**config.mk**
```make
export PLATFORM = sky130hd
export DESIGN_NAME = math_div_seq_ctrl
export DESIGN_NICKNAME = d
export VERILOG_FILES = /design/src/rtl/math_div_seq_ctrl.sv
export SDC_FILE = /design/constraint.sdc
export NUM_CORES = 1
export LEC_CHECK = 0
export ABC_AREA = 1
export CAP_MARGIN = 20
export CORE_MARGIN = 1.5
export CORE_UTILIZATION = 48
export CTS_BUF_LIST = sky130_fd_sc_hd__clkbuf_8
export CTS_CLUSTER_SIZE = 10
export DETAILED_ROUTE_END_ITERATION = 16
export HOLD_SLACK_MARGIN = 0.02
export PLACE_DENSITY = 0.9
export REMOVE_ABC_BUFFERS = 1
export SLEW_MARGIN = 5
export SYNTH_ARGS = -nofsm -noshare
export SYNTH_HDL_FRONTEND = slang
export SYNTH_SLANG_ARGS = --single-unit
```
**constraint.sdc**
```tcl
create_clock -name CLK -period 1.7 [get_ports CLK]
set_input_delay 0.51 -clock CLK [delete_from_list [all_inputs] [get_ports CLK]]
set_output_delay 0.51 -clock CLK [all_outputs]
set_load 0.01 [all_outputs]
```
**src/rtl/math_div_seq_ctrl.sv**
```systemverilog
// math_div_seq_ctrl
// Runs NUM_CH dividends through an external AXI-Stream divider one at a time,
// using one shared divisor, and keeps the quotients in per-channel registers.
// A zero divisor skips the divider and forces all-ones results. A channel that
// does not return a result in time ends the run and its result is forced to
// all ones.
module math_div_seq_ctrl #(
  parameter int NUM_CH      = 2,
  parameter int DIVIDEND_W  = 32,
  parameter int DIVISOR_W   = 16,
  parameter int QUOT_W      = 32,
  parameter int TIMEOUT_CYC = 64
) (
  input  logic                         CLK,
  input  logic                         RST_N,
  input  logic                         iTRIG,
  input  logic [NUM_CH*DIVIDEND_W-1:0] iDIVIDEND,
  input  logic [DIVISOR_W-1:0]         iDIVISOR,
  output logic [DIVIDEND_W-1:0]        oDIVIDEND_TDATA,
  output logic                         oDIVIDEND_TVALID,
  input  logic                         iDIVIDEND_TREADY,
  output logic [DIVISOR_W-1:0]         oDIVISOR_TDATA,
  output logic                         oDIVISOR_TVALID,
  input  logic                         iDIVISOR_TREADY,
  input  logic [QUOT_W-1:0]            iDOUT_TDATA,
  input  logic                         iDOUT_TVALID,
  output logic [NUM_CH*QUOT_W-1:0]     oQUOT,
  output logic                         oBUSY,
  output logic                         oDONE,
  output logic                         oDIVZERO,
  output logic                         oTIMEOUT
);

  localparam int CH_W   = (NUM_CH > 1) ? $clog2(NUM_CH) : 1;
  localparam int TCNT_W = $clog2(TIMEOUT_CYC);
  localparam logic [CH_W-1:0]   LAST_CH  = CH_W'(NUM_CH - 1);
  localparam logic [TCNT_W-1:0] TCNT_MAX = TCNT_W'(TIMEOUT_CYC - 1);

  typedef enum logic [2:0] {
    S_IDLE  = 3'd0,
    S_LOAD  = 3'd1,
    S_ISSUE = 3'd2,
    S_WAIT  = 3'd3,
    S_DONE  = 3'd4
  } state_t;

  state_t                         r_state;
  state_t                         w_next_state;
  logic                           r_trig_q;
  logic [NUM_CH*DIVIDEND_W-1:0]   r_dividend;   // channel in use always sits at the bottom
  logic [DIVISOR_W-1:0]           r_divisor;
  logic [CH_W-1:0]                r_ch;
  logic [TCNT_W-1:0]              r_tcnt;
  logic [NUM_CH*QUOT_W-1:0]       r_quot;
  logic                           r_dvd_tvalid;
  logic                           r_dvs_tvalid;
  logic                           r_done;
  logic                           r_divzero;
  logic                           r_timeout;

  logic w_start;
  logic w_divzero;
  logic w_active;
  logic w_capture;
  logic w_timeout;
  logic w_last;
  logic w_dvd_hs;
  logic w_dvs_hs;
  logic w_issue_done;
  logic w_dvd_tvalid_nxt;
  logic w_dvs_tvalid_nxt;

  assign w_start      = iTRIG & ~r_trig_q & (r_state == S_IDLE);
  assign w_divzero    = (iDIVISOR == {DIVISOR_W{1'b0}});
  assign w_active     = (r_state == S_ISSUE) | (r_state == S_WAIT);
  assign w_capture    = (r_state == S_WAIT) & iDOUT_TVALID;
  // a result arriving on the last allowed cycle still wins over the timeout
  assign w_timeout    = w_active & ~w_capture & (r_tcnt == TCNT_MAX);
  assign w_last       = (r_ch == LAST_CH);
  assign w_dvd_hs     = r_dvd_tvalid & iDIVIDEND_TREADY;
  assign w_dvs_hs     = r_dvs_tvalid & iDIVISOR_TREADY;
  assign w_issue_done = (~r_dvd_tvalid | w_dvd_hs) & (~r_dvs_tvalid | w_dvs_hs);

  // State register
  always_ff @(posedge CLK or negedge RST_N) begin
    if (!RST_N) begin
      r_state <= S_IDLE;
    end else begin
      r_state <= w_next_state;
    end
  end

  // Next-state decode
  always_comb begin
    w_next_state = r_state;
    case (r_state)
      S_IDLE:  w_next_state = w_start ? S_LOAD : S_IDLE;
      S_LOAD:  w_next_state = w_divzero ? S_DONE : S_ISSUE;
      S_ISSUE: begin
        if (w_timeout) begin
          w_next_state = S_DONE;
        end else if (w_issue_done) begin
          w_next_state = S_WAIT;
        end else begin
          w_next_state = S_ISSUE;
        end
      end
      S_WAIT: begin
        if (w_capture) begin
          w_next_state = w_last ? S_DONE : S_ISSUE;
        end else if (w_timeout) begin
          w_next_state = S_DONE;
        end else begin
          w_next_state = S_WAIT;
        end
      end
      S_DONE:  w_next_state = S_IDLE;
      default: w_next_state = S_IDLE;
    endcase
  end

  // Next values of the stream TVALIDs for the registered outputs
  always_comb begin
    w_dvd_tvalid_nxt = 1'b0;
    w_dvs_tvalid_nxt = 1'b0;
    case (r_state)
      S_LOAD: begin
        w_dvd_tvalid_nxt = ~w_divzero;
        w_dvs_tvalid_nxt = ~w_divzero;
      end
      S_ISSUE: begin
        if (w_timeout) begin
          w_dvd_tvalid_nxt = 1'b0;
          w_dvs_tvalid_nxt = 1'b0;
        end else begin
          w_dvd_tvalid_nxt = r_dvd_tvalid & ~iDIVIDEND_TREADY;
          w_dvs_tvalid_nxt = r_dvs_tvalid & ~iDIVISOR_TREADY;
        end
      end
      S_WAIT: begin
        if (w_capture && !w_last) begin
          w_dvd_tvalid_nxt = 1'b1;
          w_dvs_tvalid_nxt = 1'b1;
        end else begin
          w_dvd_tvalid_nxt = 1'b0;
          w_dvs_tvalid_nxt = 1'b0;
        end
      end
      default: begin
        w_dvd_tvalid_nxt = 1'b0;
        w_dvs_tvalid_nxt = 1'b0;
      end
    endcase
  end

  // Trigger history for rising-edge detection
  always_ff @(posedge CLK or negedge RST_N) begin
    if (!RST_N) begin
      r_trig_q <= 1'b0;
    end else begin
      r_trig_q <= iTRIG;
    end
  end

  // Operand latches, channel pointer, timeout counter, results and flags
  always_ff @(posedge CLK or negedge RST_N) begin
    if (!RST_N) begin
      r_dividend   <= {(NUM_CH*DIVIDEND_W){1'b0}};
      r_divisor    <= {DIVISOR_W{1'b0}};
      r_ch         <= {CH_W{1'b0}};
      r_tcnt       <= {TCNT_W{1'b0}};
      r_quot       <= {(NUM_CH*QUOT_W){1'b0}};
      r_dvd_tvalid <= 1'b0;
      r_dvs_tvalid <= 1'b0;
      r_done       <= 1'b0;
      r_divzero    <= 1'b0;
      r_timeout    <= 1'b0;
    end else begin
      r_dvd_tvalid <= w_dvd_tvalid_nxt;
      r_dvs_tvalid <= w_dvs_tvalid_nxt;
      r_done       <= (r_state == S_DONE);
      if (r_state == S_LOAD) begin
        r_dividend <= iDIVIDEND;
        r_divisor  <= iDIVISOR;
        r_ch       <= {CH_W{1'b0}};
        r_tcnt     <= {TCNT_W{1'b0}};
        r_timeout  <= 1'b0;
        r_divzero  <= w_divzero;
        if (w_divzero) begin
          r_quot <= {(NUM_CH*QUOT_W){1'b1}};
        end else begin
          r_quot <= r_quot;
        end
      end else if (w_capture) begin
        for (int k = 0; k < NUM_CH; k++) begin
          if (int'(r_ch) == k) begin
            r_quot[k*QUOT_W +: QUOT_W] <= iDOUT_TDATA;
          end
        end
        r_tcnt <= {TCNT_W{1'b0}};
        if (!w_last) begin
          r_ch       <= r_ch + CH_W'(1);
          r_dividend <= r_dividend >> DIVIDEND_W;
        end
      end else if (w_timeout) begin
        for (int k = 0; k < NUM_CH; k++) begin
          if (int'(r_ch) == k) begin
            r_quot[k*QUOT_W +: QUOT_W] <= {QUOT_W{1'b1}};
          end
        end
        r_tcnt    <= {TCNT_W{1'b0}};
        r_timeout <= 1'b1;
      end else if (w_active) begin
        r_tcnt <= r_tcnt + TCNT_W'(1);
      end else begin
        r_tcnt <= r_tcnt;
      end
    end
  end

  assign oDIVIDEND_TDATA  = r_dividend[DIVIDEND_W-1:0];
  assign oDIVIDEND_TVALID = r_dvd_tvalid;
  assign oDIVISOR_TDATA   = r_divisor;
  assign oDIVISOR_TVALID  = r_dvs_tvalid;
  assign oQUOT            = r_quot;
  assign oBUSY            = (r_state != S_IDLE);
  assign oDONE            = r_done;
  assign oDIVZERO         = r_divzero;
  assign oTIMEOUT         = r_timeout;

endmodule

```
==> results of run 1 <==
## area by class of cell
cell class / instances / area share
Clock buffer: 19 / 0.0244
Inverter: 18 / 0.00631
Timing Repair Buffer: 303 / 0.295
Sequential cell: 160 / 0.374
Multi-Input combinational cell: 580 / 0.271
Clock inverter: 13 / 0.00829
Tap cell: 184 / 0.0215
## metrics by stage
| stage | instance area (µm²) | util |
|---|---|---|
| 2_1_floorplan | 6750 | - |
| 3_3_place_gp | 9880 | 0.675 |
| 3_5_place_dp | 9880 | 0.675 |
| 4_1_cts | 10100 | 0.689 |
| 5_1_grt | 10700 | 0.732 |
| 6_report | 10700 | 0.732 |
## logic make-up after synthesis
kind of cell	Yosys count	share of synthesized area
DFF	160	0.551
AOI/OAI and AO/OA	44	0.0413
xor gates and xnor gates	2	0.00241
adders and majority gates	1	0.00172
buffers and inverters	99	0.0804
and+or+nand+nor	533	0.323
## power groups by stage
stage	clock network [mW]	registers [mW]	logic [mW]
after detailed placement	0	6.66	9.17
after global placement	0	6.62	8.87
final	2.55	6.65	9.00
after floorplan	0	7.22	3.67
after CTS	2.57	6.58	8.25
after global routing	2.74	6.83	9.83
## timing repair
action / 4_1_cts / 5_1_grt
buffers inserted: 0 / 12
endpoints found under the hold margin: 29 / 0
pin swaps: 0 / 12
cloned: 0 / 9
setup endpoints to repair: 118 / 104
hold buffers: 1 / 0
gates resized for setup: 124 / 112
## synth_stat cells
library cell and count:
o21ai_0 11, nand2_1 329, nor3_1 1, buf_4 36, inv_2 2, or2_2 5, clkbuf_1 10, inv_1 16
nand2_2 2, ha_1 1, buf_2 26, buf_6 6, dfrtp_1 160, nor2_1 22, nand2_4 7, nand3_1 135
a21oi_1 1, o21a_1 29, or2_1 27, nor3_4 1, o211ai_1 2, nor2_4 1, xor2_1 2, nor2_2 1
nand3_4 1, buf_1 3, o21bai_1 1, nand4_1 1
## registers in the layout, summed over array words and instances, names as in the netlist
name and cells:
oQUOT 64, r_dividend 64, oDIVISOR_TDATA 16, r_tcnt 6, r_state 3, oDIVIDEND_TVALID 1
oDIVISOR_TVALID 1, oDIVZERO 1, oDONE 1, oTIMEOUT 1, r_ch 1, r_trig_q 1
## worst max path at each step
stage / start / to / slack, ps / depth (start not counted)
CTS: r_state[1] / oBUSY / -40 / 3
global placement: iDOUT_TVALID / oQUOT[14] / -380 / 8
finish: r_state[2] / oQUOT[48] / -40 / 8
detailed placement: iDIVISOR[15] / oQUOT[10] / -450 / 8
floorplan: r_state[1] / oQUOT[0] / -1820 / 5
global route: r_tcnt[0] / r_tcnt[0] / -110 / 7
## layout by cell type, fill, tap and decap left out, drive strengths merged
cell and count:
dlygate4sd2 92, clkinv 6, o21ai 11, inv 21, o211ai 2, xor2 2, nor3 2, nand4 1
dfrtp 160, buf 61, o21a 29, clkbuf 28, clkdlybuf4s15 24, or2 32, clkdlybuf4s50 116, dlygate4sd3 1
nand3 136, clkinvlp 4, a21oi 1, ha 1, nor2 24, o21bai 1, nand2 338
## routing by layer
layer,global-route usage,up-vias
met1,0.318,3320
met5,0,-
met4,0.119,0
met3,0.0578,88
met2,0.436,325
li1,-,3152
## worst reg2reg max path: stages, from the launching register on
cell and delay [ps]:
dfrtp_1 420, buf_6 140, nor3_4 340, nand3_4 160, buf_12 190, nand2_8 120
clkbuf_16 200, nand2_2 60, nand2_1 50
==> flow_summary.yaml, run 1 <==
logic_synthesis:
  syn_area_per_cell_um2: 8.66
  synth.area.top_cells: "dfrtp_1 (55%), nand2_1 (17%), nand3_1 (9.3%)"
  synth_area_um2: 7270
  yosysWarnings: 0
  ys_seq_area_frac: 0.551
  postSynthCellCount: 839
  yosysTopAreaCellShare: 0.551
  synth_area_leader_cell: "dfrtp_1"
  synth-seq-cells: 160
  yosys.cell_types.count: 28
worst_setup_path:
  timing.rr.start: "r_state[2]"
  worstSetupPathType: "reg2reg"
  slowest_delay_ps: 420
  cp-end-kind: "register"
  crit_buf_inv: 3
  reg2reg_depth: 8
  path_delay_family: "simple AND/OR/NAND/NOR gates"
  crit_fanout: 8
  crit_path_cell_trace: "buf_6 -> nor3_4 -> nand3_4 -> buf_12 -> nand2_8 -> clkbuf_16 -> nand2_2 -> nand2_1"
  cp_slowest_cell: "dfrtp_1"
  rr_endpoint: "oQUOT[48]"
  startpoint_type: "register"
  rrSetupSlack_ps: -40
  cp.required_ps: 2100
  worstPathArrival_ps: 2150
global_route:
  grt_pass1_wl_mm: 32.4
  first_global_vias: 6578
  gr-total-overflow: 0
  antenna_found_initial: 0
  grt_usage: 0.258
  grt_max_degree: 69
die:
  coreArea_um2: 14600
  dieArea_um2: 15900
  die_y_um: 126
  die_x_um: 126
  start_util: 0.496
  ios: 236
  num_rows: 44
worst_hold_path:
  hp-class: "reg2reg"
  hp-start: "oDIVISOR_TDATA[1]"
  holdPathStages: 2
  holdPathEnd: "oDIVISOR_TDATA[1]"
place:
  dp_hpwl_mm: 14.0
  port-buffer-count: 235
  dp.cells: 1223
  routabilityCongestion: 0.845
  pre_cts_ws_ps: -447
timing:
  drv_slew: 0
  fin_crit_ps: 1740
  hold_viol: 0
  max_slew_margin: 0.745
  worst_pin_slew_ps: 381
  hold_slack_ps: 481
  setup_viol: 27
  fin_crit_sh: 1.03
  fin_setup_tns_ps: -496
  setup_ws_ps: -43.7
  rsz0062_at_grt: "true"
  skew_ps: 11.6
  fmax_ghz: 0.573
detailed_routing:
  drt_pre_antenna_iters: 13
  drt_wl_total_mm: 22.3
  met2_length_mm: 11.2
  post-route-drc-count: 5
  via_per_inst: 5.39
  drt-initial-drc-count: 462
  wire_per_inst_um: 17.5
  wirelength_met1_mm: 8.52
  dr_total_vias: 6885
  wl_met3_mm: 1.53
  highest_layer: "met4"
  drt.antenna.violating_nets: 0
run:
  maxCapViolCount: 0
cells_and_area:
  final_cells: 1277
  fin_nets: 1199
  fillers: 1043
  seq_area_um2: 4000
  drive_above_1_share: 0.162
  num_antenna_cells: 0
  area.growth.synth_to_final_pct: 47.5
  multi_input_area_um2: 2900
pwr:
  comb_power_share: 0.494
  p_per_area_nw_per_um2: 1700
  power.total_mw: 18.2
  swShare: 0.403
  internal_power_mw: 10.9
  seq_power_share: 0.365
  p_leak_nw: 5.22
  p_sw_mw: 7.33
  power.share.clock: 0.140
  irDropWorstVdd_mv: 0.911
cts:
  clk_latency_ps: 460
  cts_max_level: 4
  cts_buffers: 17
  clock_path_buffers: 2
  clock-sinks: 160
  clk_pin_slew_ps: 90
  root_buffer: "clkbuf_8"
  cts_tree: "yes"
outcome:
  run_status: "finished with violations"
  violations: "DRC, setup timing"
No activity file was read; power rests on OpenSTA's default activity.
==> run 2: changes to the inputs <==
--- a/config.mk
+++ b/config.mk
@@ -15,6 +15,7 @@
 export HOLD_SLACK_MARGIN = 0.02
 export PLACE_DENSITY = 0.9
 export REMOVE_ABC_BUFFERS = 1
+export SKIP_CTS_REPAIR_TIMING = 1
 export SLEW_MARGIN = 5
 export SYNTH_ARGS = -nofsm -noshare
 export SYNTH_HDL_FRONTEND = slang
==> flow_summary.yaml, run 2 (same netlist as run 1, synthesis figures left out) <==
cts:
  clock-sinks: 160
  root_buffer: "clkbuf_8"
  cts_max_level: 4
  cts_buffers: 17
  clk_pin_slew_ps: 90
  clk_latency_ps: 460
  clock_path_buffers: 2
  cts_tree: "yes"
pwr:
  seq_power_share: 0.361
  p_per_area_nw_per_um2: 1700
  p_leak_nw: 6.13
  internal_power_mw: 11.2
  p_sw_mw: 7.15
  comb_power_share: 0.500
  power.total_mw: 18.4
  power.share.clock: 0.139
  swShare: 0.389
  irDropWorstVdd_mv: 0.943
timing:
  skew_ps: 15.9
  hold_slack_ps: 481
  setup_ws_ps: -131
  setup_viol: 2
  fmax_ghz: 0.546
  fin_crit_sh: 1.08
  rsz0062_at_grt: "true"
  max_slew_margin: 0.728
  fin_setup_tns_ps: -135
  drv_slew: 0
  worst_pin_slew_ps: 407
  fin_crit_ps: 1830
  hold_viol: 0
global_route:
  globalRouteMet3Util: 0.0590
  first_global_vias: 6551
  grt_pass1_wl_mm: 32.3
  gr-total-overflow: 0
  grt_use_met1: 0.317
  grt_max_degree: 69
  grt_usage: 0.257
  antenna_found_initial: 0
  busiest_layer: "met2"
  met2_usage: 0.434
die:
  dieArea_um2: 15900
  ios: 236
  die_y_um: 126
  die_x_um: 126
  coreArea_um2: 14600
  start_util: 0.496
  num_rows: 44
worst_setup_path:
  critPathLaunch: "r_state[2]"
  worstSetupPathType: "reg2out"
  rrSetupSlack_ps: 0
  cp.required_ps: 1190
  timing.rr.start: "r_state[2]"
  startpoint_type: "register"
  cp-end-kind: "output pin"
  worstPathArrival_ps: 1320
  crit_fanout: 4
worst_hold_path:
  hp-start: "oDIVISOR_TDATA[15]"
  hp-class: "reg2reg"
place:
  dpl-instance-area_um2: 9880
  dp_hpwl_mm: 14.0
  port-buffer-count: 235
  pre_cts_ws_ps: -447
  dp.cells: 1223
  routabilityCongestion: 0.845
cells_and_area:
  num_antenna_cells: 0
  area.growth.synth_to_final_pct: 48.6
  drive_above_1_share: 0.105
  design_area_um2: 10800
  fin_nets: 1187
  final_common_cell: "nand2_1"
  most-common-layout-cells: "nand2_1 (328), dfrtp_1 (160), nand3_1 (132), dlymetal6s2s_1 (118), clkdlybuf4s50_1 (116)"
  final_cells: 1265
  fin_util: 0.737
detailed_routing:
  drt_pre_antenna_iters: 11
  wire_per_inst_um: 17.4
  drt-initial-drc-count: 565
  drt_wl_total_mm: 22.0
  post-route-drc-count: 6
  via_per_inst: 5.34
  drt.antenna.violating_nets: 0
  dr_total_vias: 6758
outcome:
  violations: "DRC, setup timing"
  run_status: "finished with violations"
run:
  maxCapViolCount: 0
## run 2: metal layers
layer,vias up,wire [µm]
met4,0,1050
met3,84,1500
met5,-,0
met1,3230,8530
met2,329,10900
li1,3115,-
## run 2: final timing paths
check                                endpoint  cells past startpoint
setup / recovery                        oBUSY                      3
hold / removal             oDIVISOR_TDATA[15]                      2
setup reg to reg                    oQUOT[20]                      8
hold reg to reg            oDIVISOR_TDATA[15]                      2
max in group asynchronous      r_dividend[20]                      3
min in group asynchronous      r_dividend[53]                      2
## run 2: power groups by stage
stage	registers, mW	clock network, mW	logic, mW
floorplan	7.22	0	3.67
global placement	6.62	0	8.87
detailed placement	6.66	0	9.17
CTS	6.63	2.57	9.22
global route	6.81	2.75	9.98
finish	6.63	2.56	9.18
## run 2: layout make-up
| type | instances | area (µm²) |
|---|---|---|
| sequential | 160 | 4000 |
| tap | 184 | 230 |
| fill | 979 | 3850 |
| timing repair buffer | 291 | 3430 |
| clock inverter | 13 | 88.8 |
| clock buffer | 19 | 262 |
| multi-input combinational | 580 | 2720 |
| inverter | 18 | 67.6 |
## run 2: worst max-delay path, cell delays in order, from the launching register on
cell and delay [ps]:
dfrtp_1 410, inv_1 140, nand2_1 100, dlymetal6s2s_1 200
